==> config.mk <==
export PLATFORM = sky130hd
export DESIGN_NAME = accel_result_sink_flat
export DESIGN_NICKNAME = d
export VERILOG_FILES = /design/src/rtl/accel_pkg.sv /design/src/rtl/accel_result_sink_if.sv /design/src/rtl/accel_sink_mem.sv /design/src/rtl/accel_result_sink.sv /design/src/flat_wrapper.sv
export SDC_FILE = /design/constraint.sdc
export NUM_CORES = 1
export LEC_CHECK = 0
export ABC_AREA = 1
export CELL_PAD_IN_SITES_DETAIL_PLACEMENT = 1
export CELL_PAD_IN_SITES_GLOBAL_PLACEMENT = 2
export CORE_MARGIN = 2
export CORE_UTILIZATION = 35
export DETAILED_ROUTE_END_ITERATION = 12
export HOLD_SLACK_MARGIN = 0.12
export PLACE_DENSITY = 0.83
export SLEW_MARGIN = 25
export SYNTH_ARGS = -nofsm -noshare
export SYNTH_HDL_FRONTEND = slang
export SYNTH_SLANG_ARGS = --single-unit
==> constraint.sdc <==
create_clock -name clk -period 4.35 [get_ports clk]
set_input_delay 0.435 -clock clk [delete_from_list [all_inputs] [get_ports clk]]
set_output_delay 0.435 -clock clk [all_outputs]
set_load 0.005 [all_outputs]
==> src/rtl/accel_pkg.sv <==
// Shared definitions for the accelerator result path.
// Holds the accelerator word width, default FIFO geometry and the result
// word type used by the sink and its users.
// Optional feature macro used by the sink: ACCEL_SINK_LAST_TAG_EN.
package accel_pkg;
  localparam int ACC_DATA_W = 21;  // shared with the accelerator
  localparam int DEPTH_DEF  = 8;
  localparam int ADDR_W_DEF = 3;
  localparam int DCNT_W_DEF = 8;

  typedef logic [ACC_DATA_W-1:0] acc_word_t;
endpackage

==> src/rtl/accel_result_sink_if.sv <==
// Accelerator-to-sink bus: write side (wrReq/wrData/wDone) and the
// registered read side (rdReq/rdData/rdValid[/rdLast]).
//   master : accelerator / consumer side (drives requests, sees read data)
//   slave  : accel_result_sink
// Macro ACCEL_SINK_LAST_TAG_EN adds rdLast (end-of-burst tag on read data).
interface accel_result_sink_if
  import accel_pkg::*;
#(
  parameter int DATA_W = ACC_DATA_W
);
  logic              wrReq;
  logic [DATA_W-1:0] wrData;
  logic              wDone;
  logic              rdReq;
  logic [DATA_W-1:0] rdData;
  logic              rdValid;
`ifdef ACCEL_SINK_LAST_TAG_EN
  logic              rdLast;

  modport master (output wrReq, wrData, wDone, rdReq,
                  input  rdData, rdValid, rdLast);
  modport slave  (input  wrReq, wrData, wDone, rdReq,
                  output rdData, rdValid, rdLast);
`else
  modport master (output wrReq, wrData, wDone, rdReq,
                  input  rdData, rdValid);
  modport slave  (input  wrReq, wrData, wDone, rdReq,
                  output rdData, rdValid);
`endif
endinterface

==> src/rtl/accel_sink_mem.sv <==
// DEPTH x W storage for the result sink: one write port and one
// synchronous read port whose output register resets to 0 and holds its
// value when no read is requested.
// With ACCEL_SINK_LAST_TAG_EN a tag port sets the MSB (last bit) of an
// already-written entry; the top never asserts it together with we.
// Ports: clk, rst (async low), we/waddr/wdata, [tag_set/tag_addr],
//        re/raddr, rdata.
module accel_sink_mem
  import accel_pkg::*;
#(
  parameter int W      = ACC_DATA_W,
  parameter int DEPTH  = DEPTH_DEF,
  parameter int ADDR_W = ADDR_W_DEF
) (
  input  logic              clk,
  input  logic              rst,
  input  logic              we,
  input  logic [ADDR_W-1:0] waddr,
  input  logic [W-1:0]      wdata,
`ifdef ACCEL_SINK_LAST_TAG_EN
  input  logic              tag_set,
  input  logic [ADDR_W-1:0] tag_addr,
`endif
  input  logic              re,
  input  logic [ADDR_W-1:0] raddr,
  output logic [W-1:0]      rdata
);
  logic [W-1:0] mem [DEPTH];

  // storage is not reset; contents before the first write are don't-care
  always_ff @(posedge clk) begin
    if (we) mem[waddr] <= wdata;
`ifdef ACCEL_SINK_LAST_TAG_EN
    if (tag_set) mem[tag_addr][W-1] <= 1'b1;
`endif
  end

  // read sees the pre-edge contents, so a same-cycle write to the read
  // slot (full FIFO, read+write) returns the old word
  always_ff @(posedge clk or negedge rst) begin
    if (!rst)    rdata <= '0;
    else if (re) rdata <= mem[raddr];
  end
endmodule

==> src/rtl/accel_result_sink.sv <==
// Receiving end of the accelerator write interface. Every accepted word
// goes into a circular FIFO; wDone pulses are counted in doneCnt. The
// writer is never stalled: a write to a full FIFO without a concurrent
// read is dropped and raises the sticky ovf flag (cleared by ovfClr,
// a same-cycle overflow wins).
// Ports: clk, rst (async low), bus (accel_result_sink_if.slave),
//        ovfClr, empty, full, count, ovf, doneCnt.
// Macro ACCEL_SINK_LAST_TAG_EN: store a last bit per entry and return it
// on bus.rdLast alongside rdData.
module accel_result_sink
  import accel_pkg::*;
#(
  parameter int DATA_W = ACC_DATA_W,
  parameter int DEPTH  = DEPTH_DEF,
  parameter int ADDR_W = ADDR_W_DEF,
  parameter int DCNT_W = DCNT_W_DEF
) (
  input  logic                clk,
  input  logic                rst,
  accel_result_sink_if.slave  bus,
  input  logic                ovfClr,
  output logic                empty,
  output logic                full,
  output logic [ADDR_W:0]     count,
  output logic                ovf,
  output logic [DCNT_W-1:0]   doneCnt
);
`ifdef ACCEL_SINK_LAST_TAG_EN
  localparam int MW = DATA_W + 1;
`else
  localparam int MW = DATA_W;
`endif

  logic [ADDR_W-1:0] wr_ptr, rd_ptr;
  logic              rd_acc, wr_acc;
  logic [MW-1:0]     mem_wdata, mem_rdata;

  assign empty  = (count == '0);
  assign full   = (count == (ADDR_W+1)'(DEPTH));
  assign rd_acc = bus.rdReq & ~empty;
  // a read on a full FIFO frees the slot the write lands in
  assign wr_acc = bus.wrReq & (~full | rd_acc);

`ifdef ACCEL_SINK_LAST_TAG_EN
  logic              tag_set;
  logic [ADDR_W-1:0] last_ptr;

  assign last_ptr  = wr_ptr - 1'b1;
  // wDone with no word this cycle closes the burst on the newest entry,
  // unless that entry is leaving the FIFO right now
  assign tag_set   = bus.wDone & ~wr_acc & ~empty & ~(rd_acc & (rd_ptr == last_ptr));
  assign mem_wdata = {bus.wDone, bus.wrData};
  assign bus.rdLast = mem_rdata[MW-1];
`else
  assign mem_wdata = bus.wrData;
`endif
  assign bus.rdData = mem_rdata[DATA_W-1:0];

  accel_sink_mem #(.W(MW), .DEPTH(DEPTH), .ADDR_W(ADDR_W)) u_mem (
    .clk      (clk),
    .rst      (rst),
    .we       (wr_acc),
    .waddr    (wr_ptr),
    .wdata    (mem_wdata),
`ifdef ACCEL_SINK_LAST_TAG_EN
    .tag_set  (tag_set),
    .tag_addr (last_ptr),
`endif
    .re       (rd_acc),
    .raddr    (rd_ptr),
    .rdata    (mem_rdata)
  );

  // pointers wrap naturally since DEPTH == 2**ADDR_W
  always_ff @(posedge clk or negedge rst) begin
    if (!rst) begin
      wr_ptr      <= '0;
      rd_ptr      <= '0;
      count       <= '0;
      bus.rdValid <= 1'b0;
      ovf         <= 1'b0;
      doneCnt     <= '0;
    end else begin
      bus.rdValid <= rd_acc;
      if (wr_acc) wr_ptr <= wr_ptr + 1'b1;
      if (rd_acc) rd_ptr <= rd_ptr + 1'b1;
      if (wr_acc & ~rd_acc)      count <= count + 1'b1;
      else if (rd_acc & ~wr_acc) count <= count - 1'b1;
      if (bus.wrReq & ~wr_acc) ovf <= 1'b1;
      else if (ovfClr)         ovf <= 1'b0;
      if (bus.wDone) doneCnt <= doneCnt + 1'b1;
    end
  end
endmodule
==> src/flat_wrapper.sv <==
// flat-port wrapper written by rule: the top's interface ports become plain ports
module accel_result_sink_flat import accel_pkg::*;
#(
  parameter int DATA_W = ACC_DATA_W,
  parameter int DEPTH  = DEPTH_DEF,
  parameter int ADDR_W = ADDR_W_DEF,
  parameter int DCNT_W = DCNT_W_DEF
)
  (clk, rst, ovfClr, empty, full, count, ovf, doneCnt, bus_wrReq, bus_wrData, bus_wDone, bus_rdReq, bus_rdData, bus_rdValid);
  accel_result_sink_if #(.DATA_W(DATA_W)) bus_i ();
  input  logic clk;
  input  logic rst;
  input  logic ovfClr;
  output logic empty;
  output logic full;
  output logic [ADDR_W:0] count;
  output logic ovf;
  output logic [DCNT_W-1:0] doneCnt;
  input wire logic [$bits(bus_i.wrReq)-1:0] bus_wrReq;
  input wire logic [$bits(bus_i.wrData)-1:0] bus_wrData;
  input wire logic [$bits(bus_i.wDone)-1:0] bus_wDone;
  input wire logic [$bits(bus_i.rdReq)-1:0] bus_rdReq;
  output wire logic [$bits(bus_i.rdData)-1:0] bus_rdData;
  output wire logic [$bits(bus_i.rdValid)-1:0] bus_rdValid;
  assign bus_i.wrReq = bus_wrReq;
  assign bus_i.wrData = bus_wrData;
  assign bus_i.wDone = bus_wDone;
  assign bus_i.rdReq = bus_rdReq;
  assign bus_rdData = bus_i.rdData;
  assign bus_rdValid = bus_i.rdValid;
  accel_result_sink #(.DATA_W(DATA_W), .DEPTH(DEPTH), .ADDR_W(ADDR_W), .DCNT_W(DCNT_W)) u_core (.clk(clk), .rst(rst), .bus(bus_i), .ovfClr(ovfClr), .empty(empty), .full(full), .count(count), .ovf(ovf), .doneCnt(doneCnt));
endmodule
---- After elaboration in Yosys (flattened, before gate mapping) ----
Memory sizes are Yosys's and may differ from the RTL's. A register that Yosys moved wholly into a read port is not among the register bits.
Index checks and enable logic that the tools add are counted.
word-level totals
  register bits ........................... 20
  latch bits .............................. 0
  bits in writable memories ............... 168
  ROM bits ................................ 0
  input bits .............................. 27
  output and inout port bits .............. 37
  logic and storage cells ................. 33
  memories ................................ 1
operators by class
  add/subtract/negate cells ............... 5
  multipliers ............................. 0
  divide/modulo/power cells ............... 0
  order comparisons ....................... 0
  equal/unequal tests ..................... 1
  shifts and indexed selects .............. 0
  multiplexer cells ....................... 6
  bitwise logic cells ..................... 10
  reduce and logical (&&, ||, !) cells .... 4
memory list
  memory            depth  width  read ports  clocked after memory_dff  write ports  RTL line              RTL
  u_core.u_mem.mem  8      21     1           1                         1            accel_sink_mem.sv:28  logic [W-1:0] mem [DEPTH];
operator list
  kind                   count
  $add A8 B1 Y8 const B  1
  $mux W4                2
  $add A3 B1 Y3 const B  2
  $and A1 B1 Y1          5
  $add A4 B1 Y4 const B  1
  $eq A4 B4 Y1 const B   1
  $logic_not A4 Y1       1
  $mux W1                4
  $not A1 Y1             4
  $reduce_bool A2 Y1     2
  $sub A4 B1 Y4 const B  1
  $logic_not A1 Y1       1
  $or A1 B1 Y1           1

---- Depth between registers and ports, before layout ----
Gate-level depths: netlist of the first run.
  depth in word-level cells ............... 9
  depth in mapped cells ................... 14
  gate-level depth less buffers ........... 14

---- Cells and area by module ----
A second synthesis of the first run with hierarchy kept.
unflattened totals
  cells, all modules ...................... 858
  area total of the unflattened synthesis .. 8904.8 sq um
by module, submodules not included
  module             instances  cells an instance  area each (sq um)  sequential area each (sq um)
  accel_sink_mem     1          749                7863.8             5570.3
  accel_result_sink  1          109                1041.0             500.5

---- Worst setup path before layout of the first run ----
Ideal clock, no wire load.
  path type ............................... flip-flop to flip-flop
  start point ............................. register u_core.count[0]
  end point ............................... memory u_core.u_mem.mem[0][0] (netlist bit), enable pin
  library setup time ...................... 0.399 ns
  arrival time ............................ 1.895 ns
  data required time ...................... 3.951 ns
  slack ................................... 2.057 ns
  stages on the path, launching flop included .. 6
  path buffers ............................ 0
  period minus slack after synthesis ...... 2.293 ns
  path through ............................ dfrtp_1 nor2_2 nand4_1 nand2_1 or2_2 nor2_1
between the ends
  word-level cells in the longest chain between the ends .. 7
  elaborated cells between the ends (all ways) .. 9
  those cells by class .................... eq/ne: 1; mux: 2; bitwise: 5; reduce/logical: 1
ends and longest elaborated chain
  element                          RTL line                 RTL
  start, declared                  accel_result_sink.sv:24  output logic [ADDR_W:0] count,
  start signal, assigned           accel_result_sink.sv:87  if (wr_acc & ~rd_acc) count <= count + 1'b1;
  start signal, assigned           accel_result_sink.sv:88  else if (rd_acc & ~wr_acc) count <= count - 1'b1;
  $logic_not A4 Y1                 accel_result_sink.sv:38  assign empty = (count == '0);
  $not A1 Y1                       accel_result_sink.sv:40  assign rd_acc = bus.rdReq & ~empty;
  $and A1 B1 Y1                    accel_result_sink.sv:40
  $or A1 B1 Y1 *                   accel_result_sink.sv:42  assign wr_acc = bus.wrReq & (~full | rd_acc);
  $and A1 B1 Y1 *                  accel_result_sink.sv:42
  $mux W1 *                        accel_sink_mem.sv:32     if (we) mem[waddr] <= wdata;
  $mux W1 (implied by the code) *  accel_sink_mem.sv:32
  end, declared                    accel_sink_mem.sv:28
Mark *: on every way between the ends. The rest lies on a longest branch, timed or not.

---- Worst setup path in the final report of the first run ----
  start point ............................. register u_core.count[1]
  end point ............................... register u_core.count[3]
between the ends
  word-level cells in the longest chain between the ends .. 8
  elaborated cells between the ends (all ways) .. 16
  those cells by class .................... add/sub: 2; eq/ne: 1; mux: 2; bitwise: 9; reduce/logical: 2
ends and longest elaborated chain
  element                       RTL line
  $logic_not A4 Y1              accel_result_sink.sv:38
  $not A1 Y1                    accel_result_sink.sv:40
  $and A1 B1 Y1                 accel_result_sink.sv:40
  $or A1 B1 Y1                  accel_result_sink.sv:42
  $and A1 B1 Y1                 accel_result_sink.sv:42
  $not A1 Y1                    accel_result_sink.sv:88
  $and A1 B1 Y1                 accel_result_sink.sv:88
  $reduce_bool A2 Y1 (no line)  --
Parallel ways exist; a longest one is shown, timed or not. The select of a mux whose other input is x is not followed.
A chain may end at the register's enable or synchronous reset.

==> results of run 1 <==
==> flip-flops by register name, summed over array words and instances, names as in the netlist <==
| signal | count |
|---|---|
| u_core.count | 4 |
| u_core.wr_ptr | 3 |
| u_core.ovf | 1 |
| u_core.rd_ptr | 3 |
| u_core.doneCnt | 8 |
| u_core.u_mem.rdata | 21 |
| u_core.u_mem.mem | 168 |
| u_core.bus.rdValid | 1 |
==> power breakdown <==
part           internal [µW]  switching [µW]
Sequential              2550             201
Combinational            838            1420
Clock                   1060             770
==> per-stage QoR <==
step | utilization | area, µm² | power, µW | setup slack, ns | instances
after floorplan | - | 8830 | 4140 | 2.06 | 849
after global placement | 0.394 | 9840 | 5040 | 1.54 | 1221
after detailed placement | 0.394 | 9840 | 5100 | 1.50 | 1221
after CTS | 0.423 | 10600 | 6960 | 1.69 | 1265
after global routing | 0.423 | 10600 | 7330 | 1.55 | 1265
final | 0.423 | 10600 | 6850 | 1.79 | 1265
==> critical path: cells and delay by family, from the launching register on <==
kind	cells	cell delay [ns]
and+or+nand+nor	8	1.33
buffers and inverters	1	0.09
DFF	1	0.44
adders and majority gates	2	0.59
==> cells in the mapped netlist, types with 2 or more instances <==
cell type and number:
nand2_1 286, edfxtp_1 168, inv_1 141, nand3_1 132, dfrtp_1 41, buf_2 20, nor2_1 12, clkbuf_1 10
ha_1 6, o21ai_0 5, xnor2_1 5, xor2_1 5, buf_4 4, nand4_1 4, inv_2 2, or2_2 2
==> worst max path at each step <==
stage	from	end	slack [ns]
4_1_cts	u_core.count[1]	u_core.count[3]	1.69
3_5_place_dp	bus_rdReq	u_core.count[3]	1.50
2_1_floorplan	u_core.count[0]	u_core.u_mem.mem[0][0]	2.06
5_1_grt	u_core.count[1]	u_core.count[3]	1.55
3_3_place_gp	bus_rdReq	u_core.count[3]	1.54
6_report	u_core.count[1]	u_core.count[3]	1.79
==> final cells by class <==
cell class                      instances  share of cell area
Inverter                              144              0.0514
Clock buffer                           31              0.0623
Clock inverter                         12             0.00580
Sequential cell                       209               0.575
Timing Repair Buffer                   78              0.0713
Tap cell                              330              0.0391
Multi-Input combinational cell        461               0.196
==> logic make-up (layout without fill, tap and decap cells) <==
family,Yosys count,count (layout),share of synthesized area
flops,209,209,0.687
mux,1,1,0.00128
simple gates,438,438,0.207
compound gates,5,5,0.00283
fa+ha+maj,7,7,0.0108
xor+xnor,10,10,0.00992
buf+inv,179,265,0.0806
==> metal layers <==
metal,vias to the layer above,GRT usage,share of wire
met1,3015,0.217,0.45
met4,0,0.0386,0.014
met2,81,0.300,0.50
li1,2858,-,-
met3,23,0.0227,0.034
met5,-,0,0
==> what timing repair did <==
item                      4_1_cts  5_1_grt
hold buffers                    1        0
resized for setup               0        0
hold endpoints to repair       41        0
==> reports/qor.yml, run 1 <==
status: "complete, no violations"
cts_buffer_depth: 3
hp-start: "u_core.u_mem.rdata[3]"
ys_async_sr_fraction: 0.196
maxSlewViolCount: 0
syn_area_per_cell_um2: 10.4
first_pass_iters: 4
grt_usage: 0.168
yosysWarnings: 0
layout_common_cells: "nand2_1, edfxtp_1, inv_1, nand3_1, clkdlybuf4s50_1"
crit_required_ns: 4.75
cts_tree: "yes"
wirelength_um: 21800
min_path_cells: 2
drc: 0
seq_area_mm2: 0.00607
synthCells: 849
numCtsBuffers: 24
cts_setup_buffers: 0
pin_count: 64
startpoint_type: "flop"
num_vias: 5977
grt_pass1_wl_um: 34500
grt_pass1_vias: 6331
row_count: 58
fin_hold_ws_ns: 0.481
power_density_mw_per_mm2: 648
synth_top_cell_by_area: "edfxtp_1"
rsz0062_at_grt: "false"
fmax_ghz: 0.390
synth_cell_type_count: 22
hold_end: "u_core.u_mem.rdata[3]"
syn_nets: 883
p_leak_uw: 0.00456
skew_ns: 0.00798
timing.final.crit_share: 0.589
avgRoutedWirePerCell_um: 17.2
finalNetCount: 952
reg2reg_slack_ns: 1.79
crit_path_frequent_cell: "nand2_1"
yosysTopAreaCellShare: 0.571
place.gp.congestion: 0.728
slowest_delay_ns: 0.49
initial_core_util: 0.354
max-cap-violations: 0
grt-ovfl-total: 0
yosysSeqAreaShare: 0.687
die_area_mm2: 0.0265
ys.flop_type: "edfxtp_1"
core_area_mm2: 0.0250
clk_latency_ns: 0.51
crit_arrival_ns: 2.96
grt_start_max_net_pins: 86
multi_input_area_mm2: 0.00207
ff2ff_path_depth: 11
synthTopCellsByArea: "edfxtp_1, nand2_1, dfrtp_1"
worstMarginPinSlew_ns: 0.999
clkSlewWorstSetupHoldPaths_ns: 0.06
grt_antenna_before_repair: 0
setup_tns_ns: 0
syn_to_final_growth_pct: 19.7
first_iter_violations: 421
cp_cell_sequence: "nor2_2, nand3_1, nand2_2, ha_1, inv_1, ha_1, or2_2, nand3_1, nand2_1, nand2_1, nand2_1"
fillers: 2776
netlist_area_mm2: 0.00883
r2r_end: "u_core.count[3]"
portBuffers: 63
layout_commonest_cell: "nand2_1"
clock-sinks: 209
min_period_ns: 2.56
hold_path_class: "reg2reg"
hold_viol_final: 0
path_max_fanout: 24
slew_headroom: 0.334
cts-root-buf: "clkbuf_16"
ant_nets: 0
peakVddDrop_v: 0.000392
setup_viol: 0
cp-end-kind: "flop"
path_class: "reg2reg"
hpwl_um: 12000
synth_edf_count: 168
layout-drive-gt1-share: 0.0706
synth_seq_cells: 209
vias_per_cell: 4.72
cp_slowest_cell: "nand2_2"
num_antenna_cells: 0
cts_max_level: 1
r2r-start: "u_core.count[1]"
die_y_um: 163
fp.dieW_um: 163
Power figures use the tool's default switching activity.
==> run 2, diff against run 1 <==
==> constraint.sdc (replaced) <==
create_clock -name clk -period 2.5 [get_ports clk]
set_input_delay 0.25 -clock clk [delete_from_list [all_inputs] [get_ports clk]]
set_output_delay 0.25 -clock clk [all_outputs]
set_load 0.005 [all_outputs]
==> run 2 against run 1 <==
  * Via count grew 1.2%
  * Largest cell class unchanged
  * Sequential power grew 73%
  * First-iteration DRC count shrank 36%
  * Sequential share of layout area shrank 0.75 points
  * Global-route usage grew 0.077 points
  * Total power grew 77%
  * Critical path depth grew 2
  * Clock-buffer cell count grew 1
  * Wire length shrank 0.13%
  * Clock power grew 79%
  * Core utilization grew 0.56 points
==> reports/qor.yml, run 2 (synthesis gave the netlist of run 1 again) <==
cts_buffer_depth: 3  # unchanged
layout-drive-gt1-share: 0.0832  # +0.0127
fmax_ghz: 0.448  # +15%
drc: 0  # unchanged
max-cap-violations: 0  # unchanged
die_y_um: 163  # unchanged
largest_register_ffs: 168  # unchanged
grt_antenna_before_repair: 0  # unchanged
skew_ns: 0.0175  # +0.00952 ns
cts-root-buf: "clkbuf_16"
worstMarginPinSlew_ns: 0.639  # -0.361 ns
power_density_mw_per_mm2: 1130  # +74%
layout_common_cells: "nand2_1, edfxtp_1, inv_1, nand3_1, clkdlybuf4s50_1"
peakVddDrop_v: 0.000540  # +38%
path_class: "reg2reg"
top_register: "u_core.u_mem.mem"
initial_core_util: 0.354  # unchanged
placed_cell_area_mm2: 0.00996  # +1.2%
fillers: 2799  # +0.83%
pin_count: 64  # unchanged
avgRoutedWirePerCell_um: 17.0  # -1.2%
cts.repair.resized: 0  # unchanged
num_vias: 6050  # +1.2%
layout_commonest_cell: "nand2_1"
crit_path_frequent_cell: "nand2_1"
fp.dieW_um: 163  # unchanged
clock-sinks: 209  # unchanged
final_core_util: 0.429  # +0.00556
numCtsBuffers: 24  # unchanged
grt_pass1_vias: 6554  # +3.5%
startpoint_type: "flop"
setup_viol: 0  # unchanged
hold_viol_final: 0  # unchanged
cts_tree: "yes"
clk_latency_ns: 0.52  # about the same
first_pass_iters: 4  # unchanged
slew_headroom: 0.574  # +0.240
timing.final.crit_share: 0.893  # +0.304
vias_per_cell: 4.73  # +0.11%
status: "complete, no violations"
path_max_fanout: 5  # -79%
die_area_mm2: 0.0265  # unchanged
num_antenna_cells: 0  # unchanged
p_leak_uw: 0.00464  # +1.9%
cp_cell_sequence: "nor2_2, nand4_1, nand2_1, inv_1, ha_1, inv_1, ha_1, or2_2, nand2_1, nand3_1, nand2_1, nand2_1, nand2_1"
place.gp.congestion: 0.754  # +3.5%
slowest_delay_ns: 0.45  # -0.04 ns
grt_usage: 0.169  # +0.000772
row_count: 58  # unchanged
clkSlewWorstSetupHoldPaths_ns: 0.06  # about the same
cp-end-kind: "flop"
top_regs: "u_core.u_mem.mem x168, u_core.u_mem.rdata x21, u_core.doneCnt x8"
crit_arrival_ns: 2.68  # -0.28 ns
grt_start_max_net_pins: 86  # unchanged
grt_pass1_wl_um: 34700  # +0.68%
crit_required_ns: 2.94  # -1.81 ns
ant_nets: 0  # unchanged
cts_max_level: 1  # unchanged
hold_path_class: "in2reg"
finalNetCount: 965  # +1.4%
syn_to_final_growth_pct: 21.3
first_iter_violations: 268  # -36%
hpwl_um: 13300  # +11%
cp_top_family: "simple AND/OR/NAND/NOR gates"
core_area_mm2: 0.0250  # unchanged
cp_slowest_cell: "dfrtp_1"
crit_buf_inv: 2  # +1
portBuffers: 63  # unchanged
maxSlewViolCount: 0  # unchanged
rsz0062_at_grt: "false"
post-route-cell-area_mm2: 0.0107  # +1.3%
wirelength_um: 21700  # -0.13%
setup_tns_ns: 0  # unchanged
min_period_ns: 2.23  # -0.329 ns
grt-ovfl-total: 0  # unchanged
==> run 2: changes by cell type in the layout (fill, tap and decap cells not counted), moves of 2 or more <==
cell and change:
clkinv_1 -3, buf_4 +11, buf_12 +2, clkbuf_1 +3, inv_6 +2
==> run 2: worst reg2reg max path: cells and delay by family (launching register included) <==
family / cells / cell delay (ns)
buffers and inverters: 2 / 0.24
adders and majority gates: 2 / 0.49
DFF: 1 / 0.45
and+or+nand+nor: 9 / 0.99
==> run 2: per-layer routing <==
| layer | track usage | vias up | part of all wire |
|---|---|---|---|
| met5 | 0 | - | 0 |
| met4 | 0.0471 | 0 | 0.022 |
| met3 | 0.0260 | 33 | 0.043 |
| met2 | 0.306 | 105 | 0.51 |
| met1 | 0.208 | 3021 | 0.42 |
| li1 | - | 2891 | - |
==> run 2: stage by stage <==
step,setup slack (ns),std cells,power [µW],hold slack (ns)
CTS,0.217,1279,12300,0.306
detailed placement,0.0885,1234,8980,0.409
floorplan,0.207,849,7210,-0.0456
global route,0.0377,1279,12900,0.305
finish,0.267,1279,12100,0.332
global placement,0.106,1234,8850,0.404
==> run 2: report_power, final <==
part	leakage [µW]	switching (µW)	internal, µW
registers	0.00203	329	4440
logic	0.00226	2500	1550
clock network	0.000357	1380	1890
==> run 2: final timing paths <==
check / from / to / slack (ns) / cells after the start
max reg2reg: u_core.count[1] / u_core.count[3] / 0.27 / 13
max in group asynchronous: rst / u_core.u_mem.rdata[2] / 1.67 / 3
min in group asynchronous: rst / u_core.u_mem.rdata[14] / 0.38 / 3
min: ovfClr / u_core.ovf / 0.33 / 2
min reg2reg: u_core.u_mem.rdata[6] / u_core.u_mem.rdata[6] / 0.48 / 2
max: u_core.count[1] / u_core.count[3] / 0.27 / 13
==> run 2: area by class of cell <==
type / count / area [µm²] / share of cell area
Clock buffer: 32 / 631 / 0.0589
Timing Repair Buffer: 91 / 876 / 0.0818
Inverter: 144 / 541 / 0.0505
Clock inverter: 12 / 108 / 0.0100
Multi-Input combinational cell: 461 / 2070 / 0.193
Sequential cell: 209 / 6070 / 0.567
Tap cell: 330 / 413 / 0.0386
==> run 2: repair_timing <==
| action | 4_1_cts | 5_1_grt |
|---|---|---|
| hold endpoints to repair | 41 | 0 |
| buffers inserted | 0 | 0 |
| hold buffers | 1 | 0 |
==> run 3, diff against run 2 <==
--- a/config.mk
+++ b/config.mk
@@ -6,11 +6,13 @@
 export NUM_CORES = 1
 export LEC_CHECK = 0
 export ABC_AREA = 1
+export ABC_CLOCK_PERIOD_IN_PS = 2500
 export CELL_PAD_IN_SITES_DETAIL_PLACEMENT = 1
 export CELL_PAD_IN_SITES_GLOBAL_PLACEMENT = 2
 export CORE_MARGIN = 2
 export CORE_UTILIZATION = 35
 export DETAILED_ROUTE_END_ITERATION = 12
+export GPL_ROUTABILITY_DRIVEN = 0
 export HOLD_SLACK_MARGIN = 0.12
 export PLACE_DENSITY = 0.83
 export SLEW_MARGIN = 25
==> results of run 3 <==
No change in the layout: final DEF, timing and power equal those of run 2.
